### config.mk
export PLATFORM = sky130hd
export DESIGN_NAME = button_debouncer
export DESIGN_NICKNAME = d
export VERILOG_FILES = /design/src/rtl/button_debouncer.sv
export SDC_FILE = /design/constraint.sdc
export NUM_CORES = 1
export LEC_CHECK = 0
export CAP_MARGIN = 0
export CORE_AREA = 2 2 93 59
export CTS_CLUSTER_DIAMETER = 200
export CTS_CLUSTER_SIZE = 24
export DETAILED_ROUTE_END_ITERATION = 16
export DIE_AREA = 0 0 95 61
export DONT_BUFFER_PORTS = 1
export PLACE_DENSITY = 0.72
export SYNTH_ARGS = -nofsm -noshare
export SYNTH_HDL_FRONTEND = slang
export SYNTH_SLANG_ARGS = --single-unit
### constraint.sdc
create_clock -name vga_clock_i -period 2.8 [get_ports vga_clock_i]
set_clock_uncertainty 0.15 [all_clocks]
set_input_delay 0.7 -clock vga_clock_i [delete_from_list [all_inputs] [get_ports vga_clock_i]]
set_output_delay 0.7 -clock vga_clock_i [all_outputs]
set_load 0.005 [all_outputs]
### src/rtl/button_debouncer.sv
// Debounces one raw push-button pin into a clean pressed level with press/release/auto-repeat pulses.
// Latency: a raw edge captured at edge k shows up after edge k+2+DEBOUNCE_CYCLES; no backpressure, all outputs registered.
module button_debouncer #(
    parameter int ACTIVE_LOW      = 1,
    parameter int DEBOUNCE_CYCLES = 500000,
    parameter int REPEAT_EN       = 1,
    parameter int REPEAT_DELAY    = 12500000,
    parameter int REPEAT_PERIOD   = 2500000
) (
    input  logic vga_clock_i,
    input  logic reset_i,
    input  logic button_raw_i,
    output logic button_level_o,
    output logic press_o,
    output logic release_o,
    output logic repeat_pulse_o
);

    localparam int   CNT_W  = $clog2(DEBOUNCE_CYCLES + 1);
    localparam int   RMAX   = (REPEAT_DELAY > REPEAT_PERIOD) ? REPEAT_DELAY : REPEAT_PERIOD;
    localparam int   RCNT_W = $clog2(RMAX + 1);
    localparam logic RAW_IDLE = (ACTIVE_LOW != 0);

    localparam logic [CNT_W-1:0]  CNT_LAST    = CNT_W'(DEBOUNCE_CYCLES - 1);
    localparam logic [RCNT_W-1:0] DELAY_LOAD  = RCNT_W'(REPEAT_DELAY - 1);
    localparam logic [RCNT_W-1:0] PERIOD_LOAD = RCNT_W'(REPEAT_PERIOD - 1);

    typedef enum logic [1:0] {
        UP           = 2'd0,
        CONFIRM_DOWN = 2'd1,
        DOWN         = 2'd2,
        CONFIRM_UP   = 2'd3
    } state_t;

    state_t             state_q, state_d;
    logic [CNT_W-1:0]   cnt_q, cnt_d;
    logic [RCNT_W-1:0]  rcnt_q, rcnt_d;
    logic               s1_q, s2_q;
    logic               level_q, level_d;
    logic               press_q, press_d;
    logic               release_q, release_d;
    logic               repeat_q, repeat_d;
    logic               s;

    // Synchronised input, normalised so 1 always means pressed.
    assign s = s2_q ^ RAW_IDLE;

    always_ff @(posedge vga_clock_i) begin
        if (reset_i) begin
            s1_q      <= RAW_IDLE;
            s2_q      <= RAW_IDLE;
            state_q   <= UP;
            cnt_q     <= '0;
            rcnt_q    <= '0;
            level_q   <= 1'b0;
            press_q   <= 1'b0;
            release_q <= 1'b0;
            repeat_q  <= 1'b0;
        end else begin
            s1_q      <= button_raw_i;
            s2_q      <= s1_q;
            state_q   <= state_d;
            cnt_q     <= cnt_d;
            rcnt_q    <= rcnt_d;
            level_q   <= level_d;
            press_q   <= press_d;
            release_q <= release_d;
            repeat_q  <= repeat_d;
        end
    end

    always_comb begin
        state_d   = state_q;
        cnt_d     = cnt_q;
        rcnt_d    = rcnt_q;
        level_d   = level_q;
        press_d   = 1'b0;
        release_d = 1'b0;
        repeat_d  = 1'b0;
        case (state_q)
            UP: begin
                rcnt_d = '0;
                if (s) begin
                    state_d = CONFIRM_DOWN;
                    cnt_d   = '0;
                end
            end
            CONFIRM_DOWN: begin
                if (!s) begin
                    state_d = UP;
                end else if (cnt_q == CNT_LAST) begin
                    state_d = DOWN;
                    level_d = 1'b1;
                    press_d = 1'b1;
                    rcnt_d  = DELAY_LOAD;
                end else begin
                    cnt_d = cnt_q + CNT_W'(1);
                end
            end
            DOWN: begin
                // Repeat timer only advances while firmly held; it freezes in CONFIRM_UP.
                if (rcnt_q == '0) begin
                    repeat_d = (REPEAT_EN != 0);
                    rcnt_d   = PERIOD_LOAD;
                end else begin
                    rcnt_d = rcnt_q - RCNT_W'(1);
                end
                if (!s) begin
                    state_d = CONFIRM_UP;
                    cnt_d   = '0;
                end
            end
            CONFIRM_UP: begin
                if (s) begin
                    state_d = DOWN;
                end else if (cnt_q == CNT_LAST) begin
                    state_d   = UP;
                    level_d   = 1'b0;
                    release_d = 1'b1;
                end else begin
                    cnt_d = cnt_q + CNT_W'(1);
                end
            end
            default: begin
                state_d = UP;
            end
        endcase
    end

    assign button_level_o = level_q;
    assign press_o        = press_q;
    assign release_o      = release_q;
    assign repeat_pulse_o = repeat_q;

endmodule
==> flow_metrics.py <==
metrics = {
    "status": {
        "run_status": "complete, no violations",
    },
    "worst_setup_path": {
        "setup.worst_path.class": "flop to flop",
        "slowest_stage": "or4b_4",
        "endpoint_kind": "flop",
        "crit_fanout": 11,
        "cp_num_buf_inv": 1,
        "startpoint_type": "flop",
        "arrival_ps": 2650,
        "cpLargestDelayFamily": "simple AND/OR/NAND/NOR gates",
        "crit_chain": "or4b_4 > nor4_1 > a21o_1 > buf_4 > o21ai_0 > a221oi_1",
        "max_stage_delay_ps": 560,
        "required_ps": 2860,
    },
    "logic_synthesis": {
        "synth.avg_cell_area_um2": 8.07,
        "synth_flop_cell": "dfxtp_1",
        "syn_nets": 370,
        "synth_edf_count": 0,
        "yosysWarnings": 0,
        "post-synth-top-count-cell": "dfxtp_1",
        "netlist.area_leader.share_pct": 35.2,
        "yosysSeqAreaShare_pct": 35.2,
        "synthArstFlopShare_pct": 0,
        "synthCells": 360,
        "synth_commonest_cells": "dfxtp_1, nor2_1, nand2_1, o21ai_0, a21oi_1",
        "syn_area_um2": 2900,
        "yosysTopAreaCell": "dfxtp_1",
        "ys_ff_latch": 51,
        "ys_types": 62,
        "synth_area_leaders": "dfxtp_1, nor2_1, o21ai_0",
    },
    "cells_and_area": {
        "n_antenna_cell": 0,
        "final_util_pct": 62.9,
        "drive_gt1_share_pct": 9.89,
        "final-seq-area_um2": 1020,
        "fillers": 419,
        "multi_input_area_um2": 1750,
        "nNetsFinal": 373,
        "areaGrowthSynthToFinish_pct": 6.72,
    },
    "die": {
        "core_um2": 4930,
        "row_count": 20,
        "die-area_um2": 5800,
        "start_util_pct": 58.9,
        "die_w_um": 95,
        "ios": 7,
        "dieHeight_um": 61,
    },
    "placement": {
        "port_buffers": 0,
        "gp_congestion": 0.869,
        "dp_hpwl_mm": 5.28,
    },
    "drt": {
        "ant_nets": 0,
        "via_count": 2845,
        "avgViaCountPerCell": 6.62,
        "wire_per_inst_um": 16.9,
        "drt-total-wl_mm": 7.28,
        "wl_met3_um": 732,
        "wl_met2_mm": 2.80,
        "drcViolationCount": 0,
        "drt_iter0_drc": 366,
        "wirelength_met1_mm": 3.73,
        "first_pass_iters": 5,
        "top_layer": "met4",
    },
    "global_routing": {
        "antenna_found_initial": 0,
        "grt-ovfl-total": 0,
        "track_usage_pct": 26.4,
        "grt_pass1_vias": 2354,
        "grt_first_pass_wirelength_mm": 11.8,
        "grt_max_degree": 30,
    },
    "clock_network": {
        "cts_setup_buffers": 0,
        "cts_tree": "done",
        "clock-root-buffer": "clkbuf_8",
        "cts_buffer_depth": 2,
        "ctsResizeCount": 0,
        "numCtsBuffers": 5,
        "hold_buffers": 0,
        "path_clk_slew_ps": 100,
        "clock_sinks": 51,
        "clock_latency_ps": 300,
        "h-tree-depth": 2,
    },
    "timing": {
        "fin_crit_ps": 2590,
        "finalSetupViolations": 0,
        "setup_tns_ps": 0,
        "max_freq_mhz": 386,
        "drv_slew": 0,
        "rsz0062_at_grt": "no",
        "maxSlewHeadroom_pct": 51.0,
        "tightest_slew_ps": 731,
        "final-hold-violation-count": 0,
        "post-route-period-util_pct": 92.6,
    },
    "pwr": {
        "powerDensity_nw_per_um2": 650,
        "finalPower_mw": 2.02,
        "peakVddDrop_v": 0.000401,
        "leakage_nw": 1.09,
    },
    "worst_hold_path": {
        "hold_class": "flop to flop",
    },
    "flow_run": {
        "max-cap-violations": 0,
    },
}
-- per-stage QoR --
stage          setup slack, ps  hold WS, ps  cell area [µm²]  cells
3_5_place_dp               241          244             3020    422
4_1_cts                    237          266             3100    430
6_report                   209          265             3100    430
3_3_place_gp               356          243             3020    422
2_1_floorplan              419          239             2900    360
5_1_grt                   31.7          269             3100    430
-- registers in the layout (all words and copies together), names as in the netlist, named ones only --
signal          cells
s1_q                1
button_level_o      1
release_o           1
rcnt_q             24
s2_q                1
press_o             1
cnt_q              19
state_q             1
repeat_pulse_o      1
-- cell families after synthesis --
logic type	Yosys count	share of synthesized area (%)
and+or+nand+nor	160	30.3
AOI/OAI and AO/OA	95	22.4
DFF	51	35.2
buffers and inverters	32	4.44
xor gates and xnor gates	12	3.62
adders and majority gates	7	3.02
muxes	3	1.08
-- area by class of cell --
| cell class | count | share of cell area (%) |
|---|---|---|
| tap | 66 | 2.66 |
| multi-input combinational | 277 | 56.6 |
| timing repair buffer | 14 | 3.39 |
| sequential | 51 | 32.9 |
| clock buffer | 5 | 2.22 |
| inverter | 14 | 1.70 |
| clock inverter | 3 | 0.484 |
-- where the power goes --
group	total, mW	internal, mW	switching (mW)
logic	0.801	0.278	0.523
clock network	0.417	0.172	0.245
registers	0.798	0.755	0.0425
total	2.02	1.20	0.811
-- final timing paths --
kind,start,endpoint,slack (ps),cells after the start
max,cnt_q[6]$_SDFFE_PP0P_,rcnt_q[7]$_SDFFE_PP0P_,210,6
min,s1_q$_SDFF_PP1_,s2_q$_SDFF_PP1_,260,1
min reg2reg,s1_q$_SDFF_PP1_,s2_q$_SDFF_PP1_,260,1
max reg2reg,cnt_q[6]$_SDFFE_PP0P_,rcnt_q[7]$_SDFFE_PP0P_,210,6
-- layout by cell type (no fill, tap or decap), types with 3 or more instances in the layout --
cell type / synthesis / final
a21boi_0: 3 / 3
a21o_1: 3 / 3
a21oi_1: 16 / 16
a221oi_1: 3 / 3
a31oi_1: 8 / 8
a41oi_1: 3 / 3
and3_1: 6 / 6
and4_1: 3 / 3
buf_4: 0 / 14
clkbuf_8: 0 / 5
clkinv_2: 0 / 3
dfxtp_1: 51 / 51
ha_1: 7 / 7
inv_1: 13 / 13
nand2_1: 22 / 22
nand3_1: 14 / 14
nand4_1: 11 / 11
nand4b_1: 3 / 3
nor2_1: 45 / 45
nor2b_1: 5 / 5
nor3_1: 10 / 10
nor4_1: 13 / 13
o211ai_1: 4 / 4
o21ai_0: 19 / 19
o21ai_1: 4 / 4
o2bb2ai_1: 4 / 4
o311ai_1: 4 / 4
or2_2: 4 / 4
or3_1: 7 / 7
or4_4: 3 / 3
xnor2_1: 5 / 5
xor2_1: 7 / 7
-- metal layers --
metal	global-route usage, %	up-vias
met5	0	-
met2	34.8	158
met4	4.14	0
met3	5.84	6
met1	43.4	1318
li1	-	1363
-- worst reg2reg max path: cells and delay by family (launching register included) --
| kind | cells | cell delay (ps) |
|---|---|---|
| buffers and inverters | 1 | 240 |
| flip-flops | 1 | 360 |
| AND/OR/NAND/NOR | 2 | 1020 |
| AO/OA/AOI/OAI | 3 | 740 |
Note: power is estimated with default switching activity, not from simulation.
